$ cat config.mk
export PLATFORM = sky130hd
export DESIGN_NAME = cache_mesi_fsm
export DESIGN_NICKNAME = d
export VERILOG_FILES = /design/src/rtl/cache_mesi_fsm.sv
export SDC_FILE = /design/constraint.sdc
export NUM_CORES = 1
export LEC_CHECK = 0
export CORE_MARGIN = 3
export CORE_UTILIZATION = 48
export CTS_CLUSTER_SIZE = 16
export DETAILED_ROUTE_END_ITERATION = 10
export MAX_ROUTING_LAYER = met4
export PLACE_DENSITY = 0.82
export SLEW_MARGIN = 25
export SYNTH_ARGS = -nofsm -noshare
export SYNTH_HDL_FRONTEND = slang
export SYNTH_SLANG_ARGS = --single-unit
export TNS_END_PERCENT = 5
$ cat constraint.sdc
create_clock -name clk -period 2.6 [get_ports clk]
set_clock_uncertainty 0.2 [all_clocks]
set_input_delay 0.52 -clock clk [delete_from_list [all_inputs] [get_ports clk]]
set_output_delay 0.52 -clock clk [all_outputs]
set_load 0.01 [all_outputs]
$ cat src/rtl/cache_mesi_fsm.sv
// cache_mesi_fsm: per-line MESI coherence controller with registered bus, L1-message and snoop-result outputs
module cache_mesi_fsm (
    input  logic       clk,
    input  logic       rstb,
    input  logic [3:0] nmsg_in,
    input  logic       C_in,
    output logic [2:0] bus_func_out,
    output logic [2:0] l2tol1msg_out,
    output logic       BusRd_out,
    output logic       BusRdX_out,
    output logic       BusUpgr_out_new,
    output logic       Flush,
    output logic [1:0] C_out,
    output logic [1:0] mesi_states_out
);
    typedef enum logic [1:0] {ST_I, ST_S, ST_E, ST_M} state_t;
    localparam logic [3:0] RD_D = 4'd0, WR_D = 4'd1, RD_I = 4'd2, SNP_INV = 4'd3, SNP_RD = 4'd4, SNP_RWM = 4'd6;
    localparam logic [2:0] NONE = 3'd0, READ = 3'd1, WRITE = 3'd2, INVALIDATE = 3'd3, RWIM = 3'd4;
    localparam logic [2:0] NOMSG = 3'd0, GETLINE = 3'd1, SENDLINE = 3'd2, INVALIDATELINE = 3'd3, EVICTLINE = 3'd4;
    localparam logic [1:0] NOHIT = 2'd0, HIT = 2'd1, HITM = 2'd2;
    state_t state, nxt;
    logic [2:0] bus, msg;
    logic [1:0] c;
    logic rd, wr;
    assign rd = (nmsg_in == RD_D) || (nmsg_in == RD_I);
    assign wr = nmsg_in == WR_D;
    always_comb begin
        nxt = state;
        bus = NONE;
        msg = rd ? SENDLINE : NOMSG;
        c = NOHIT;
        case (state)
            ST_I: begin
                if (rd) begin
                    nxt = C_in ? ST_S : ST_E;
                    bus = READ;
                end else if (wr) begin
                    nxt = ST_M;
                    bus = RWIM;
                    msg = EVICTLINE;
                end
            end
            ST_S: begin
                if (wr) begin
                    nxt = ST_M;
                    bus = INVALIDATE;
                end else if (nmsg_in == SNP_RD) c = HIT;
                else if (nmsg_in == SNP_INV || nmsg_in == SNP_RWM) begin
                    nxt = ST_I;
                    msg = INVALIDATELINE;
                end
            end
            ST_E: begin
                if (wr) nxt = ST_M;
                else if (nmsg_in == SNP_RD) begin
                    nxt = ST_S;
                    c = HIT;
                end else if (nmsg_in == SNP_RWM) begin
                    nxt = ST_I;
                    msg = INVALIDATELINE;
                end
            end
            default: begin
                // a modified line is written back on any read snoop
                if (nmsg_in == SNP_RD || nmsg_in == SNP_RWM) begin
                    nxt = nmsg_in == SNP_RD ? ST_S : ST_I;
                    bus = WRITE;
                    msg = nmsg_in == SNP_RD ? GETLINE : EVICTLINE;
                    c = HITM;
                end
            end
        endcase
    end
    always_ff @(posedge clk) begin
        if (rstb) begin
            state <= ST_I;
            bus_func_out <= NONE;
            l2tol1msg_out <= NOMSG;
            C_out <= NOHIT;
        end else begin
            state <= nxt;
            bus_func_out <= bus;
            l2tol1msg_out <= msg;
            C_out <= c;
        end
    end
    assign mesi_states_out = state;
    assign BusRd_out = bus_func_out == READ;
    assign BusRdX_out = bus_func_out == RWIM;
    assign BusUpgr_out_new = bus_func_out == INVALIDATE;
    assign Flush = bus_func_out == WRITE;
endmodule

Yosys cells after proc, flatten, opt, wreduce, memory -nomap -nowiden
Index checks and enable logic that the tools add are counted.
{ "word_totals": {"regBits": 10, "out_inout_bits": 14, "wordCells": 59, "input_bits": 7} }
{ "classes": {"n_eq_ne": 15, "n_reduce_logical": 8, "mux": 32} }
{ "op_table": {"columns": ["operator", "count"], "rows": [
  ["2-to-1 mux 2 bit", 20],
  ["2-to-1 mux 3 bit", 6],
  ["case mux 3 bit (3 select lines)", 2],
  ["inequality test 3 bit (second input constant)", 3],
  ["equality test 4 x 2 -> 1 bit (second input constant)", 2],
  ["equality test 4 x 3 -> 1 bit (second input constant)", 2],
  ["equality test 3 x 2 -> 1 bit (second input constant)", 2],
  ["case mux 2 bit (3 select lines)", 1],
  ["AND reduction 5 bit", 1],
  ["equality test 4 x 1 -> 1 bit (second input constant)", 1],
  ["logical NOT 4 bit", 1],
  ["inequality test 4 bit (second input constant)", 1],
  ["case mux 2 bit (2 select lines)", 1],
  ["nonzero test 4 bit", 1],
  ["equality test 3 x 1 -> 1 bit (second input constant)", 1],
  ["equality test 3 bit (second input constant)", 1],
  ["logical OR 1 bit", 3],
  ["equality test 2 x 1 -> 1 bit (second input constant)", 1],
  ["equality test 2 bit (second input constant)", 1],
  ["logical NOT 2 bit", 1],
  ["2-to-1 mux 1 bit", 2],
  ["OR reduction 2 bit", 1]
]} }

Logic depth before layout (Yosys ltp)
{ "depth": {"depth_word": 7, "ltp_mapped": 6, "ltp_nobuf": 6} }

Worst setup path before layout
OpenSTA, ideal clock, no wires.
{ "synth_timing": {"path_type": "in2reg", "from": "input nmsg_in[3]", "to": "register state[0] (netlist: mesi_states_out[0])", "path_buffers": 1, "t_arrival_ns": 1.467, "required_time_ns": 2.272, "setup_ns": 0.128, "setup_slack_ns": 0.804, "stages": 5, "path_cell_list": "buf_2 -> or3b_4 -> o221ai_4 -> and2_4 -> o32ai_2"} }
{ "synth_between": {"elab_chain_cells": 4, "elab_cells_between_ends": 22, "cone_classes": "eq/ne: 9; mux: 7; reduce/logical: 6"} }
{ "synth_lines": {"columns": ["element", "line_no", "text"], "rows": [
  ["start, declared", "5", "input logic [3:0] nmsg_in,"],
  ["equality test 4 x 3 -> 1 bit, or another cell as far along", null, null],
  ["2-to-1 mux 1 bit, or another cell as far along", "66", "nxt = nmsg_in == SNP_RD ? ST_S : ST_I;"],
  ["2-to-1 mux 2 bit, or another cell as far along", "65", "if (nmsg_in == SNP_RD || nmsg_in == SNP_RWM) begin"],
  ["case mux 2 bit (3 select lines) / AND reduction 5 bit (equally long branches)", null, null],
  ["end signal, assigned", "81", "state <= nxt;"],
  ["end, declared", "21", "state_t state, nxt;"]
]} }
Several ways; a longest one is shown, not always the timed one. The select of a mux whose other input is x is not followed.
A chain may end at the register's enable or synchronous reset.

Worst setup path after layout
{ "layout_timing": {"from": "input nmsg_in[0]", "to": "register state[0] (netlist: mesi_states_out[0])"} }
The elaborated chain is that of the path after synthesis.

==> metrics.log <==
INFO  metric synthArstFlopShare = 0
INFO  metric avgViaCountPerCell = 5.84
INFO  metric dpl-instance-area = 877 sq um
INFO  metric cts_max_path_buffers = 2
INFO  metric r2r-start = mesi_states_out[1]
INFO  metric drt-initial-drc-count = 21
INFO  metric worst_pin_slew = 0.416 ns
INFO  metric grt_max_degree = 12
INFO  metric clock-sinks = 10
INFO  metric crit_path_cell_trace = clkdlybuf4s50_1 -> or3b_4 -> o221ai_4 -> and2_4 -> o32ai_2
INFO  metric num-nets-final = 106
INFO  metric grtUsageMet1 = 0.234
INFO  metric route.final.wire_length = 1630 um
INFO  metric die_area = 1910 sq um
INFO  metric maxCapViolations = 0
INFO  metric yosys_register_bits = 10
INFO  metric required = 2.54 ns
INFO  metric worst_setup_end_kind = register
INFO  metric yosys-top-cells-area = sky130_fd_sc_hd__dfxtp_1 29%, sky130_fd_sc_hd__ha_1 7.4%, sky130_fd_sc_hd__nor2_1 4.4%
INFO  metric global_route.usage.met3 = 0.0664
INFO  metric post-route-period-util = 0.830
INFO  metric rsz0062_at_grt = no
INFO  metric floorplan.die.width = 43.7 um
INFO  metric drt_first_pass_iters = 4
INFO  metric static-leakage-power = ~0.34 nW
INFO  metric finish.instance_area = 900 sq um
INFO  metric hold_violation_count_in_the_final_report = 0
INFO  metric seq_area_frac_synth = 0.294
INFO  metric mostFrequentLayoutCells = 20 x sky130_fd_sc_hd__clkdlybuf4s50_1, 10 x sky130_fd_sc_hd__dfxtp_1, 8 x sky130_fd_sc_hd__nor2_1
INFO  metric mappedNetlistNets = 84
INFO  metric vdd_ir_drop_max = 0.360 mV
INFO  metric finalCriticalPeriod = around 2.2 ns
INFO  metric yosysWarnings = 0
INFO  metric diodes = 0
INFO  metric floorplan.initialDensity = 0.560
INFO  metric synthesis.area_per_instance = ~9.3 sq um
INFO  metric worstReg2RegEnd = l2tol1msg_out[1]
INFO  metric htree_num_levels = 1
INFO  metric clkLatencyLatePin = roughly 0.26 ns
INFO  metric cts_tree = yes
INFO  metric grt.total_usage = 0.196
INFO  metric slowest_stage_cell_crit_path = sky130_fd_sc_hd__clkdlybuf4s50_1
INFO  metric ant_nets = 0
INFO  metric drc = 0
INFO  metric regToRegSetupSlack = 0.68 ns
INFO  metric synth_largest_type_area_fraction = 0.294
INFO  metric critical_path_class = in -> reg
INFO  metric cts.repair_timing.setup_buffer_count = 0
INFO  metric r2r_cells = 6
INFO  metric powerDensity = 599 nW/um^2
INFO  metric post_synth_num_cell_types = 36
INFO  metric clkSlewWorstSetupHoldPaths = 0.06 ns
INFO  metric synth_largest_area_cell = sky130_fd_sc_hd__dfxtp_1
INFO  metric hold-path-cell-count = 2
INFO  metric critical-path-max-stage-delay = 0.62 ns
INFO  metric place_worst_setup_slack = approximately 0.18 ns
INFO  metric dieHeight = between 40 and 50 um
INFO  metric ys_dominant_reg_cell = sky130_fd_sc_hd__dfxtp_1
INFO  metric setup_viol_count_final = 0
INFO  metric clk_root_buffer_cell = sky130_fd_sc_hd__clkbuf_4
INFO  metric num_rows = 12
INFO  metric worstSetupStartpoint = nmsg_in[0]
INFO  metric synth_enable_flop_cells = 0
INFO  metric grt_first_pass_wirelength = ~2700 um
INFO  metric area_growth_syn_to_layout = 32.2%
INFO  metric run_status = complete, no violations
INFO  metric synthesis.area = 681 sq um
INFO  metric routed_wire_length_per_instance = 15.2 um
INFO  metric cts_repair_resize_count = 0
INFO  metric maxClockFrequency = between 400 and 500 MHz
INFO  metric worstPathMaxFanout = 11
INFO  metric cp-start-kind = input port
INFO  metric port-buffer-count = 20
INFO  metric max_slew_margin = 0.722
INFO  metric drv_slew = 0
INFO  metric core = 1220 sq um
INFO  metric detailroute.via_count = 625
INFO  metric drive_above_1_share = 0.118
INFO  metric finalSetupTns = 0 ns
INFO  metric grt_antenna_before_repair = 0
INFO  metric first_global_vias = between 500 and 600
INFO  metric cts-buffers-inserted = 3
INFO  metric cts_hold_buf = 0
INFO  metric floorplan.io_pins = 21
INFO  metric min_path_type = reg -> reg
INFO  metric routabilityCongestion = 0.861
INFO  metric worst_setup_path_endpoint = mesi_states_out[0]
INFO  metric crit_arrival = 2.10 ns
INFO  metric detailed_place_hpwl = 1260 um
INFO  metric final_common_cell = sky130_fd_sc_hd__clkdlybuf4s50_1
INFO  metric top_usage_layer = met2
INFO  metric grt_overflow = 0
INFO  metric gr-usage-met2 = 0.311
INFO  metric synth_cells = 73
INFO  metric layout_setup_ws = 0.442 ns
[how the worst min path moves through the flow]
stage / start / endpoint / slack (ns)
3_3_place_gp: mesi_states_out[1] / mesi_states_out[1] / 0.36
2_1_floorplan: mesi_states_out[1] / mesi_states_out[1] / 0.36
3_5_place_dp: mesi_states_out[1] / mesi_states_out[1] / 0.37
6_report: mesi_states_out[1] / mesi_states_out[1] / 0.38
4_1_cts: mesi_states_out[1] / mesi_states_out[1] / 0.38
5_1_grt: mesi_states_out[1] / mesi_states_out[1] / 0.43
[cells in the mapped netlist (all sizes together), types with 2 or more instances]
library cell  number
nand2              3
nor3b              3
buf                4
a21boi             2
nor2               8
dfxtp             10
mux2i              2
nor4b              2
nor3               4
inv                3
and3               2
a31oi              3
ha                 4
o21ai              4
[critical path, delay by kind of cell]
kind	cells	cell delay, ns
simple gates	2	0.71
buf+inv	1	0.62
compound gates	2	0.24
[final cells by class]
class	count	area (sq um)
Clock buffer	3	22.5
Fill cell	105	317
Inverter	3	11.3
Multi-Input combinational cell	55	433
Sequential cell	10	200
Tap cell	14	17.5
Timing Repair Buffer	22	215
[sequential cells by signal (all words and copies together) (netlist names)]
signal	flops
C_out	2
bus_func_out	3
mesi_states_out	2
l2tol1msg_out	3
[logic make-up (layout without fill, tap and decap cells)]
logic type / count (synthesis) / in the layout / synth area share
and+or+nand+nor: 30 / 30 / 0.298
AOI/OAI and AO/OA: 18 / 18 / 0.222
DFF: 10 / 10 / 0.294
buffers and inverters: 8 / 28 / 0.0698
adders and majority gates: 4 / 4 / 0.0735
muxes: 2 / 2 / 0.0294
xor gates and xnor gates: 1 / 1 / 0.0129
[report_power, final]
group	switching (mW)	internal, mW	leakage, nW
Combinational	0.132	0.124	0.246
Clock	0.0502	0.0534	0.0138
Sequential	0.0118	0.167	0.0811
[routing by layer]
layer	vias to the layer above	share of wire
met5	-	0
met4	0	0.015
met3	4	0.082
met2	33	0.49
met1	281	0.41
li1	307	-
[stage by stage]
stage          power [mW]  hold slack (ns)  utilization  cells
2_1_floorplan       0.359            0.357            -     73
5_1_grt             0.574            0.432        0.740    107
6_report            0.539            0.377        0.740    107
4_1_cts             0.538            0.380        0.740    107
3_3_place_gp        0.426            0.356        0.721    104
3_5_place_dp        0.436            0.369        0.721    104
Power figures use the tool's default switching activity.
